===== src/rtl/conv_seq_ctrl.sv =====
// rtl/conv_seq_ctrl.sv - select/MAC-control sequencer for a valid-mode KxK convolution over an NxN matrix
// Optional cycle counter output cycle_cnt is built when CONV_SEQ_CNT_EN is defined.
module conv_seq_ctrl #(
  parameter int IMG_DIM = 4,
  parameter int KER_DIM = 3,
  parameter int CNT_W   = 16
) (
  input  logic             CLK,
  input  logic             RESET,
  input  logic             start,
  input  logic             stall,
  input  logic             abort,
  output logic [3:0]       s0,
  output logic [3:0]       s1,
  output logic             mac_en,
  output logic             mac_clr,
  output logic             pix_last,
  output logic [1:0]       out_row,
  output logic [1:0]       out_col,
  output logic             busy,
  output logic             done
`ifdef CONV_SEQ_CNT_EN
  ,
  output logic [CNT_W-1:0] cycle_cnt
`endif
);

  localparam int         OUT_DIM = IMG_DIM - KER_DIM + 1;
  localparam logic [1:0] K_LAST  = 2'(KER_DIM - 1);
  localparam logic [1:0] O_LAST  = 2'(OUT_DIM - 1);

  if (IMG_DIM < 2 || IMG_DIM > 4 || KER_DIM < 1 || KER_DIM > IMG_DIM || CNT_W < 1) begin : g_bad_param
    $error("conv_seq_ctrl: illegal parameter combination");
  end

  typedef enum logic [1:0] {S_IDLE, S_RUN, S_DONE} state_t;

  state_t     state, state_d;
  logic [1:0] pr, pc, kr, kc;
  logic [1:0] pr_d, pc_d, kr_d, kc_d;
  logic [3:0] s0_d, s1_d;
  logic [1:0] out_row_d, out_col_d;
  logic       mac_en_d, mac_clr_d, pix_last_d, busy_d, done_d;
  logic       load;
  logic       last_tap;

  // Counters always hold the tap currently shown on the outputs.
  assign last_tap = (kc == K_LAST) && (kr == K_LAST) && (pc == O_LAST) && (pr == O_LAST);

  always_comb begin
    state_d = state;
    pr_d    = pr;
    pc_d    = pc;
    kr_d    = kr;
    kc_d    = kc;
    load    = 1'b0;
    busy_d  = 1'b0;
    done_d  = 1'b0;
    if (abort) begin
      state_d = S_IDLE;
    end else begin
      case (state)
        S_IDLE: begin
          if (start) begin
            state_d = S_RUN;
            pr_d    = 2'd0;
            pc_d    = 2'd0;
            kr_d    = 2'd0;
            kc_d    = 2'd0;
            load    = 1'b1;
            busy_d  = 1'b1;
          end
        end
        S_RUN: begin
          busy_d = 1'b1;
          if (!stall) begin
            if (last_tap) begin
              state_d = S_DONE;
              busy_d  = 1'b0;
              done_d  = 1'b1;
            end else begin
              load = 1'b1;
              if (kc != K_LAST) begin
                kc_d = kc + 2'd1;
              end else begin
                kc_d = 2'd0;
                if (kr != K_LAST) begin
                  kr_d = kr + 2'd1;
                end else begin
                  kr_d = 2'd0;
                  if (pc != O_LAST) begin
                    pc_d = pc + 2'd1;
                  end else begin
                    pc_d = 2'd0;
                    pr_d = pr + 2'd1;
                  end
                end
              end
            end
          end
        end
        S_DONE:  state_d = S_IDLE;
        default: state_d = S_IDLE;
      endcase
    end

    // Selects and pixel coordinates hold whenever no new tap is issued.
    s0_d       = load ? {pc_d + kc_d, pr_d + kr_d} : s0;
    s1_d       = load ? {kr_d, kc_d} : s1;
    out_row_d  = load ? pr_d : out_row;
    out_col_d  = load ? pc_d : out_col;
    mac_en_d   = load;
    mac_clr_d  = load && (kr_d == 2'd0) && (kc_d == 2'd0);
    pix_last_d = load && (kr_d == K_LAST) && (kc_d == K_LAST);
  end

  always_ff @(posedge CLK or posedge RESET) begin
    if (RESET) begin
      state    <= S_IDLE;
      pr       <= 2'd0;
      pc       <= 2'd0;
      kr       <= 2'd0;
      kc       <= 2'd0;
      s0       <= 4'd0;
      s1       <= 4'd0;
      out_row  <= 2'd0;
      out_col  <= 2'd0;
      mac_en   <= 1'b0;
      mac_clr  <= 1'b0;
      pix_last <= 1'b0;
      busy     <= 1'b0;
      done     <= 1'b0;
    end else begin
      state    <= state_d;
      pr       <= pr_d;
      pc       <= pc_d;
      kr       <= kr_d;
      kc       <= kc_d;
      s0       <= s0_d;
      s1       <= s1_d;
      out_row  <= out_row_d;
      out_col  <= out_col_d;
      mac_en   <= mac_en_d;
      mac_clr  <= mac_clr_d;
      pix_last <= pix_last_d;
      busy     <= busy_d;
      done     <= done_d;
    end
  end

`ifdef CONV_SEQ_CNT_EN
  // Counts stalled and unstalled RUN cycles; value survives DONE/IDLE for readout.
  always_ff @(posedge CLK or posedge RESET) begin
    if (RESET) begin
      cycle_cnt <= '0;
    end else if (state == S_IDLE && start && !abort) begin
      cycle_cnt <= '0;
    end else if (state == S_RUN && cycle_cnt != {CNT_W{1'b1}}) begin
      cycle_cnt <= cycle_cnt + {{(CNT_W-1){1'b0}}, 1'b1};
    end
  end
`endif

endmodule


===== config.mk =====
export PLATFORM = sky130hd
export DESIGN_NAME = conv_seq_ctrl
export DESIGN_NICKNAME = d
export VERILOG_FILES = /design/src/rtl/conv_seq_ctrl.sv
export SDC_FILE = /design/constraint.sdc
export NUM_CORES = 1
export LEC_CHECK = 0
export CAP_MARGIN = 15
export CORE_ASPECT_RATIO = 0.6
export CORE_UTILIZATION = 54
export DETAILED_ROUTE_END_ITERATION = 12
export PLACE_DENSITY = 0.87
export SLEW_MARGIN = 20
export SYNTH_ARGS = -nofsm -noshare
export SYNTH_HDL_FRONTEND = slang
export SYNTH_SLANG_ARGS = --single-unit

===== constraint.sdc =====
create_clock -name CLK -period 5.7 [get_ports CLK]
set_clock_uncertainty 0.1 [all_clocks]
set_input_delay 0.855 -clock CLK [delete_from_list [all_inputs] [get_ports CLK]]
set_output_delay 0.855 -clock CLK [all_outputs]
set_load 0.01 [all_outputs]

After elaboration in Yosys (flattened, before gate mapping):

Index checks and enable logic that the tools add are counted.

* bits in read-only memories: 0
* memory bits (writable): 0
* bits in registers: 27
* latch bits: 0
* memories kept: 0
* logic and storage cells: 90
* bits of input ports: 5

* order comparisons: 0
* multiply operators: 0
* reduce and logical (&&, ||, !) cells: 11
* eq/ne operators: 13
* multiplexer cells: 46
* bitwise operators: 0
* shift-type cells: 0
* div/mod/pow operators: 0
* $add $sub $neg: 6

Operators by type and width (count)
* $mux W2: 29
* $pmux W2 S2: 5
* $mux W1: 10
* $ne A3 B3 Y1 const B: 3
* $add A2 B1 Y2 const B: 4
* $eq A2 B2 Y1 const B: 4
* $logic_and A1 B1 Y1: 7
* $eq A2 B1 Y1 const B: 3
* $logic_not A2 Y1: 3
* $add A2 B2 Y2: 2
* $ne A2 B2 Y1 const B: 2
* $pmux W1 S2: 2
* $reduce_and A3 Y1: 1
* $ne A2 B1 Y1 const B: 1

Logic depth before layout (Yosys ltp):

* depth in word-level cells: 11
* mapped depth: 11

Least setup slack after synthesis:

OpenSTA, ideal clock, no wires.

* path type: input port to flip-flop
* from: in stall
* to: reg s0[3]
* stages on the path: 9
* path slack: 3.053 ns
* setup time: 0.125 ns
* data arrival time: 2.422 ns
* path buffers: 1
* cell sequence: buf_2 nor3b_1 and2_1 o21ai_0 a22o_1 ha_1 xnor2_1 xnor2_1 mux2_2

* longest elaborated chain between the ends: 4
* elaborated cells between the ends (all ways): 10

RTL lines
* from (decl): line 11 `input logic stall,`
* $mux W2: line 76 `if (!stall) begin`
* $pmux W2 S2: line 62 `case (state)`
* $mux W2: line 59 `if (abort) begin`
* net pc_d[0]: line 40 `logic [1:0] pr_d, pc_d, kr_d, kc_d;`
* $add A2 B2 Y2: line 108 `s0_d = load ? {pc_d + kc_d, pr_d + kr_d} : s0;`
* to (signal assigned): line 124 `s0 <= 4'd0;`
* to (signal assigned): line 139 `s0 <= s0_d;`
* to (decl): line 13 `output logic [3:0] s0,`

The timed path passes the listed nets, and every way through them passes these cells.
A chain may end at the register's enable or synchronous reset.

Worst setup path after layout:

* from: in stall
* to: reg s0[1]

* longest elaborated chain between the ends: 4
* elaborated cells between the ends (all ways): 10

RTL lines (line)
* $mux W2: 76
* $pmux W2 S2: 62
* $mux W2: 59
* net kr_d[0]: 40
* $add A2 B2 Y2: 108

The timed path passes the listed nets, and every way through them passes these cells.

==> qor.txt <==
vias in the first global route: 854
critical path's slowest cell: clkdlybuf4s50_1
Post-Syn Area: 1280 sq um
Hold Crit Depth: 1
DIE WIDTH: 64.8 um
CP max FO: 11
Max Freq: 0.320 GHz
R2R Path Start: state[0]
Syn Inst Count: 106
hold_sp: out_col[0]
initial antenna violation count: 0
Mean Syn Cell Area: 12.1 sq um
fin crit share: 54.8%
clk buf depth: 2
Routed Antenna Nets: 0
r2r setup slk: 3150 ps
crit path cell chain: clkdlybuf4s50_1 > or3b_1 > a22o_1 > a22o_1 > ha_1 > xor2_1 > xnor2_1 > mux2_2
die height: 39.7 um
synthesized net count: 114
layout cells sized above 1: 14.8%
Sink Count: 27
number of synthesized flops with an enable pin: 0
placer congestion estimate: 0.915
Slew @ Worst Pin: 911 ps
Hold Path End: out_col[0]
Slew Viols, Final: 0
Initial Util: 58.2%
first-pass GRT wire length: 4.22 mm
synth top area cells: dfrtp_1 53%, mux2_2 8.8%, a22o_1 4.1%
worst rel slew slack: 38.9%
drt wl/cell: 15.8 um
slowest stage delay, CP: 620 ps
synth cell count leaders: 27 x dfrtp_1, 10 x mux2_2, 6 x a22o_1, 6 x nand2_1
number of I/O pins: 22
n_diodes: 0
HPWL reported at the end of detailed placement: 1.82 mm
leakage power: 0.698 nW
Critical Path End Type: flip-flop
post-cts sizing count: 0
FF-to-FF End: pix_last
CP Class: in2reg
Synth cell types: 35
die area: 2570 sq um
vias per cell: 5.90
CTS Buf Count: 3
FF+latch count, synth: 27
final hold slack: 416 ps
Root Driver: clkbuf_8
FILL cells: 167
Max VDD drop: 0.000231 V
synth warn: 0
status: finished clean
worst min path class: reg2reg
row count: 13
Residual DRC: 0
Yosys top cell area share: 52.8%
worst path arrival time: 3190 ps
final count of negative-setup-slack endpoints: 0
Most Frequent Cell on Critical Path: a22o_1
Synth area leader: dfrtp_1
fin crit period: 3120 ps
Core Area: 2200 sq um
PD cells: 274 nW/um^2
Max Cap Violations: 0
H-tree Lvls: 1
gr usage total: 23.4%
Worst-Skew Late Latency: 270 ps
setup_tns: 0 ps
worst r2r path cells: 4
Port Buf Inserts: 21
1st-iter DRT viols: 69
WP data required: 5760 ps
Setup crit start kind: input pin
vias post-DR: 932
pin count of the biggest net entering global routing: 28
sequential area share after synthesis: 52.8%
most frequent cell after synthesis: dfrtp_1
# hold bufs at CTS: 0
setup bufs post-CTS: 0
Post-synth top flop: dfrtp_1
Syn-to-layout area delta: 22.1%
clock-pin slew on the worst setup and hold paths: 90 ps
CTS tree: built
# nets final: 137
drt total wl: 2.50 mm
GRT overflow: 0
post-synthesis async set-or-reset flop share: 100%
RSZ-0062 raised after global routing: no
drt first pass iters: 4
final hold vios: 0
[metrics by stage]
stage | instance area, sq um | power, W | util [%] | setup WS [ps] | std cells
6_report | 1560 | 0.000428 | 71.1 | 2580 | 158
5_1_grt | 1560 | 0.000453 | 71.1 | 2400 | 158
4_1_cts | 1560 | 0.000431 | 71.1 | 2590 | 158
3_5_place_dp | 1510 | 0.000324 | 68.9 | 2290 | 154
3_3_place_gp | 1510 | 0.000321 | 68.9 | 2340 | 154
2_1_floorplan | 1280 | 0.000279 | - | 3050 | 106
[layout make-up]
| cell class | instances | area (sq um) | area share, % |
|---|---|---|---|
| Clock inverter | 1 | 7.51 | 0.481 |
| Sequential cell | 27 | 676 | 43.3 |
| Clock buffer | 3 | 41.3 | 2.64 |
| Tap cell | 30 | 37.5 | 2.40 |
| Timing Repair Buffer | 21 | 210 | 13.5 |
| Multi-Input combinational cell | 71 | 571 | 36.5 |
| Inverter | 5 | 18.8 | 1.20 |
[critical path: cells and delay by family]
family | cells | cell delay (ps)
buffers and inverters | 1 | 620
and+or+nand+nor | 1 | 460
xor gates and xnor gates | 2 | 300
muxes | 1 | 270
adders and majority gates | 1 | 220
AOI/OAI and AO/OA | 2 | 460
[flip-flops by register name (all words and copies together) (netlist names)]
name      cells
pix_last      1
pr            2
s1            4
s0            4
busy          1
out_row       2
pc            2
kc            2
mac_clr       1
mac_en        1
state         2
out_col       2
done          1
kr            2
[logic make-up (layout without fill, tap and decap cells)]
group,Yosys count,after routing,synth area share [%]
DFF,27,27,52.8
buffers and inverters,8,30,2.54
muxes,11,11,9.59
adders and majority gates,3,3,2.94
and+or+nand+nor,31,31,14.9
xor gates and xnor gates,4,4,2.74
AOI/OAI and AO/OA,22,22,14.5
[layout by cell type (no fill, tap or decap), types with 3 or more instances in the layout]
| cell type | Yosys | routed |
|---|---|---|
| clkdlybuf4s50_1 | 0 | 21 |
| nand2_1 | 6 | 6 |
| a22o_1 | 6 | 6 |
| nor3_1 | 5 | 5 |
| dfrtp_1 | 27 | 27 |
| xnor2_1 | 3 | 3 |
| inv_1 | 5 | 4 |
| ha_1 | 3 | 3 |
| nor2_1 | 5 | 5 |
| or3b_1 | 3 | 3 |
| clkbuf_8 | 0 | 3 |
| a31oi_1 | 5 | 5 |
| mux2_2 | 10 | 10 |
[routing by layer]
metal / up-vias / routed length (um) / GRT usage [%]
met3: 4 / 162 / 7.27
met5: - / 0 / 0
met2: 33 / 1050 / 35.9
met4: 0 / 27 / 6.67
met1: 457 / 1260 / 31.9
li1: 438 / - / -
[worst max-delay path by stage]
stage	start	end	slack (ps)
floorplan	stall	s0[3]	3050
global placement	stall	s0[1]	2340
detailed placement	stall	s0[1]	2290
CTS	stall	s0[1]	2590
global route	stall	s0[3]	2400
finish	stall	s0[1]	2580
[power breakdown]
part | switching (W) | internal [W] | leakage [nW]
Clock | 0.0000579 | 0.0000496 | 0.0217
Combinational | 0.0000412 | 0.0000526 | 0.313
Sequential | 0.0000153 | 0.000211 | 0.363
Note: power is estimated with default switching activity, not from simulation.
